`src/rtl/vga_fb_reader.sv`:
```
// VGA framebuffer read-out: raster counters, RAM fetch, sync/RGB output.
// Two-stage pipeline keeps syncs, display enable and pixel data aligned.
module vga_fb_reader #(
    parameter int H_ACTIVE = 640,
    parameter int H_FP     = 16,
    parameter int H_SYNC   = 96,
    parameter int H_BP     = 48,
    parameter int V_ACTIVE = 480,
    parameter int V_FP     = 10,
    parameter int V_SYNC   = 2,
    parameter int V_BP     = 33,
    parameter int PIX_W    = 12,
    parameter int ADDR_W   = 19
) (
    input  logic              clk,
    input  logic              i_rst_n,
    input  logic              i_en,
    output logic              o_rd_en,
    output logic [ADDR_W-1:0] o_rd_addr,
    input  logic [PIX_W-1:0]  i_rd_data,
    output logic              o_hsync,
    output logic              o_vsync,
    output logic              o_de,
    output logic [PIX_W-1:0]  o_rgb,
    output logic              o_frame_start
);

    localparam int H_TOTAL = H_ACTIVE + H_FP + H_SYNC + H_BP;
    localparam int V_TOTAL = V_ACTIVE + V_FP + V_SYNC + V_BP;
    localparam int H_W = $clog2(H_TOTAL + 1);
    localparam int V_W = $clog2(V_TOTAL + 1);

    localparam logic [H_W-1:0] H_LAST = H_W'(H_TOTAL - 1);
    localparam logic [H_W-1:0] H_ACT  = H_W'(H_ACTIVE);
    localparam logic [H_W-1:0] HS_BEG = H_W'(H_ACTIVE + H_FP);
    localparam logic [H_W-1:0] HS_END = H_W'(H_ACTIVE + H_FP + H_SYNC);

    localparam logic [V_W-1:0] V_LAST = V_W'(V_TOTAL - 1);
    localparam logic [V_W-1:0] V_ACT  = V_W'(V_ACTIVE);
    localparam logic [V_W-1:0] VS_BEG = V_W'(V_ACTIVE + V_FP);
    localparam logic [V_W-1:0] VS_END = V_W'(V_ACTIVE + V_FP + V_SYNC);

    logic [H_W-1:0]    h_cnt;
    logic [V_W-1:0]    v_cnt;
    logic [ADDR_W-1:0] addr;

    logic h_end;
    logic v_end;
    logic frame_end;
    logic active;
    logic hs;
    logic vs;
    logic origin;

    logic s1_hs;
    logic s1_vs;
    logic s1_de;
    logic s1_fs;

    // Stage 0: decode the current raster position.
    always_comb begin
        h_end     = (h_cnt == H_LAST);
        v_end     = (v_cnt == V_LAST);
        frame_end = h_end && v_end;
        active    = (h_cnt < H_ACT) && (v_cnt < V_ACT);
        hs        = !((h_cnt >= HS_BEG) && (h_cnt < HS_END));
        vs        = !((v_cnt >= VS_BEG) && (v_cnt < VS_END));
        origin    = (h_cnt == '0) && (v_cnt == '0);
    end

    // Raster counters: h wraps each line, v advances on the h wrap.
    always_ff @(posedge clk or negedge i_rst_n) begin
        if (!i_rst_n) begin
            h_cnt <= '0;
            v_cnt <= '0;
        end else if (i_en) begin
            if (h_end) begin
                h_cnt <= '0;
                if (v_end) begin
                    v_cnt <= '0;
                end else begin
                    v_cnt <= v_cnt + 1'b1;
                end
            end else begin
                h_cnt <= h_cnt + 1'b1;
            end
        end
    end

    // Linear pixel address: steps per visible pixel, rewinds at frame end.
    always_ff @(posedge clk or negedge i_rst_n) begin
        if (!i_rst_n) begin
            addr <= '0;
        end else if (i_en) begin
            if (frame_end) begin
                addr <= '0;
            end else if (active) begin
                addr <= addr + 1'b1;
            end
        end
    end

    // Read strobe is one clk wide even with a sparse enable.
    always_ff @(posedge clk or negedge i_rst_n) begin
        if (!i_rst_n) begin
            o_rd_en <= 1'b0;
        end else begin
            o_rd_en <= i_en && active;
        end
    end

    // Stage 1: issue the RAM address and carry timing flags alongside it.
    always_ff @(posedge clk or negedge i_rst_n) begin
        if (!i_rst_n) begin
            o_rd_addr <= '0;
            s1_hs     <= 1'b1;
            s1_vs     <= 1'b1;
            s1_de     <= 1'b0;
            s1_fs     <= 1'b0;
        end else if (i_en) begin
            if (active) begin
                o_rd_addr <= addr;
            end
            s1_hs <= hs;
            s1_vs <= vs;
            s1_de <= active;
            s1_fs <= origin;
        end
    end

    // Stage 2: drive the pins with RAM data aligned to its flags.
    always_ff @(posedge clk or negedge i_rst_n) begin
        if (!i_rst_n) begin
            o_hsync       <= 1'b1;
            o_vsync       <= 1'b1;
            o_de          <= 1'b0;
            o_rgb         <= '0;
            o_frame_start <= 1'b0;
        end else if (i_en) begin
            o_hsync       <= s1_hs;
            o_vsync       <= s1_vs;
            o_de          <= s1_de;
            o_rgb         <= s1_de ? i_rd_data : '0;
            o_frame_start <= s1_fs;
        end
    end

endmodule

```
`config.mk`:
```
export PLATFORM = sky130hd
export DESIGN_NAME = vga_fb_reader
export DESIGN_NICKNAME = d
export VERILOG_FILES = /design/src/rtl/vga_fb_reader.sv
export SDC_FILE = /design/constraint.sdc
export NUM_CORES = 1
export LEC_CHECK = 0
export ABC_AREA = 1
export CAP_MARGIN = 20
export CORE_ASPECT_RATIO = 1.4
export CORE_MARGIN = 8
export CORE_UTILIZATION = 35
export CTS_BUF_LIST = sky130_fd_sc_hd__clkbuf_8
export CTS_CLUSTER_SIZE = 40
export DETAILED_ROUTE_END_ITERATION = 8
export SLEW_MARGIN = 20
export SYNTH_ARGS = -nofsm -noshare
export SYNTH_HDL_FRONTEND = slang
export SYNTH_SLANG_ARGS = --single-unit
```
`constraint.sdc`:
```
create_clock -name clk -period 3.9 [get_ports clk]
set_input_delay 0.78 -clock clk [delete_from_list [all_inputs] [get_ports clk]]
set_output_delay 0.78 -clock clk [all_outputs]
set_load 0.02 [all_outputs]
```
==> metrics.cfg <==
[global_routing]
busiest_layer=met2
use_met2_pct=22.0
grt_pass1_vias=3626
track_usage_pct=13.0
grt_start_max_net_pins=80
met1_usage_pct=14.2
grt_pass1_wl_um=16900
grt-ovfl-total=0
antenna_found_initial=0
grtUsageMet3_pct=2.40

[die]
dieArea_um2=16300
core_um2=12200
die_x_um=110
die_y_um=148
start_util_pct=35.6
rows=48
io-pin-count=51

[finish]
final_area_um2=5070
syn2layout_area_growth_pct=16.9
num_antenna_cells=0
drive_above_1_share_pct=13.0
multi_input_area_um2=2040
nNetsFinal=607
seq_area_um2=1980
fillerInstances=1246

[clock_network]
cts_setup_buffers=0
clk_latency_ns=0.36
numCtsBuffers=9
cts_tree=yes
postCtsHoldBufs=0
clock-sinks=79
cts_resized=0
clk_pin_slew_ns=0.09
cts_buffer_depth=2
cts_htree_levels=3
cts_root_buffer=clkbuf_8

[drt]
drtIter0Drc=175
wl_per_cell_um=13.5
first_pass_iters=4
wirelength_um=10100
vias=3667
ant_nets=0
vias_per_cell=4.94
drc=0

[place]
place_area_um2=4910
gp_congestion=0.906
dp_hpwl_um=7210
place_ws_ns=1.05
port_buffers=50

[synthesis]
yosysWarningCount=0
async_flop_share_pct=100
synth_area_um2=4330
synth_flop_cell=dfrtp_1
synth_edf_count=0
synth_top_area_cell=dfrtp_1
synth_area_leaders=dfrtp_1, nand2_1, nand3_1, nand3_2, nor2_1
avgSynthCellArea_um2=8.03
yosysMostFrequentCell=nand2_1
synth_seq_cells=79
synthCells=540
synth.yosys.seq_area_share_pct=45.7
yosys-top-cells-count=nand2_1, dfrtp_1, nor2_1
synth_top_area_share_pct=43.3
synth.distinct_cells=34
syn_nets=560

[power]
power_density_nw_per_um2=417
total_power_mw=2.11
leakage_nw=2.37
ir_worst_vdd_mv=0.295

[setup_path]
required_ns=4.19
worst-setup-path-type=input port to flip-flop
critPathMaxFanout=27
slowest_delay_ns=0.81
critPathArrivalTime_ns=2.76
start_kind=input port
worst_path_most_repeated_cell=nand2_1
cp_slowest_cell=clkdlybuf4s50_1
worst-path-buf-inv=3
crit_family=buffers and inverters
crit_chain=clkdlybuf4s50_1 -> buf_4 -> nand2_1 -> nor2_1 -> nand2_1 -> inv_1 -> nand2_1 -> o21ai_0 -> nand2_1 -> nor2_1
crit_path_end_kind=flip-flop

[timing]
fin_skew_ns=0.0122
tightest_slew_ns=0.704
post-route-min-period_ns=2.47
fin_crit_sh_pct=63.4
drv_slew=0
hold_viol=0
rsz0062_at_grt=no
setup-tns-final_ns=0
clock.fmax_ghz=0.405
fin_ws_ns=1.43
slew_headroom_pct=53.1
setup_viol=0

[worst_hold_path]
hold_class=input port to asynchronous set/reset pin

[run]
cap_violations=0

[run_status]
outcome=completed

metrics by stage:
stage               hold slack (ns)  utilization (%)  cells
global placement              0.452             40.2    726
floorplan                     0.447                -    540
detailed placement            0.455             40.2    726
CTS                           0.467             41.5    742
global route                  0.486             41.6    742
finish                        0.448             41.6    742
layout make-up:
type,count,area share [%]
Multi-Input combinational cell,398,40.3
Clock buffer,9,2.44
Sequential cell,79,39.1
Tap cell,150,3.70
Clock inverter,7,0.691
Timing Repair Buffer,53,10.3
Inverter,46,3.41
per-layer routing:
metal	vias to the layer above	part of all wire, %
met2	73	50
met1	1726	42
met5	-	0
met3	35	3.3
met4	0	4.5
li1	1833	-
kinds of logic (layout without fill, tap and decap cells):
group                      count (synthesis)  in the layout  share of synthesized area [%]
adders and majority gates                  5              5                           1.44
DFF                                       79             79                           45.7
muxes                                      1              1                          0.231
buffers and inverters                     63            115                           7.13
AOI/OAI and AO/OA                         32             32                           4.91
xor gates and xnor gates                   9              9                           1.82
and+or+nand+nor                          351            351                           38.7
registers in the layout, summed over array words and instances (netlist names):
signal         cells
s1_fs              1
o_rgb             12
s1_hs              1
o_rd_en            1
o_rd_addr         19
addr              19
v_cnt             10
s1_vs              1
o_hsync            1
o_vsync            1
h_cnt             10
s1_de              1
o_frame_start      1
o_de               1
where the power goes:
| group | total, mW | switching, mW | internal [mW] |
|---|---|---|---|
| clock | 0.517 | 0.296 | 0.221 |
| sequential | 1.06 | 0.130 | 0.927 |
| combinational | 0.537 | 0.329 | 0.208 |
worst paths after layout:
path / cells past startpoint / slack, ns / from / end
min in group clk: 2 / 0.46 / o_hsync / o_hsync
max in group asynchronous: 1 / 2.97 / i_rst_n / v_cnt[9]
max reg2reg: 10 / 1.73 / v_cnt[0] / addr[3]
min: 1 / 0.45 / i_rst_n / o_rd_addr[17]
min reg2reg: 2 / 0.46 / o_hsync / o_hsync
max: 10 / 1.43 / i_en / h_cnt[8]
placed cells by master, fill, tap and decap left out, drive strengths merged, types with 3 or more instances in the layout:
cell type	synthesis	routed
inv	46	50
ha	5	5
nand3	71	71
nand2	191	191
nor2	60	60
o21ai	27	27
a21oi	3	3
clkdlybuf4s50	0	49
xor2	9	9
nand4	17	17
dfrtp	75	75
dfstp	4	4
buf	15	4
nor3	7	7
clkbuf	2	9
(Power assumes the default switching activity.)
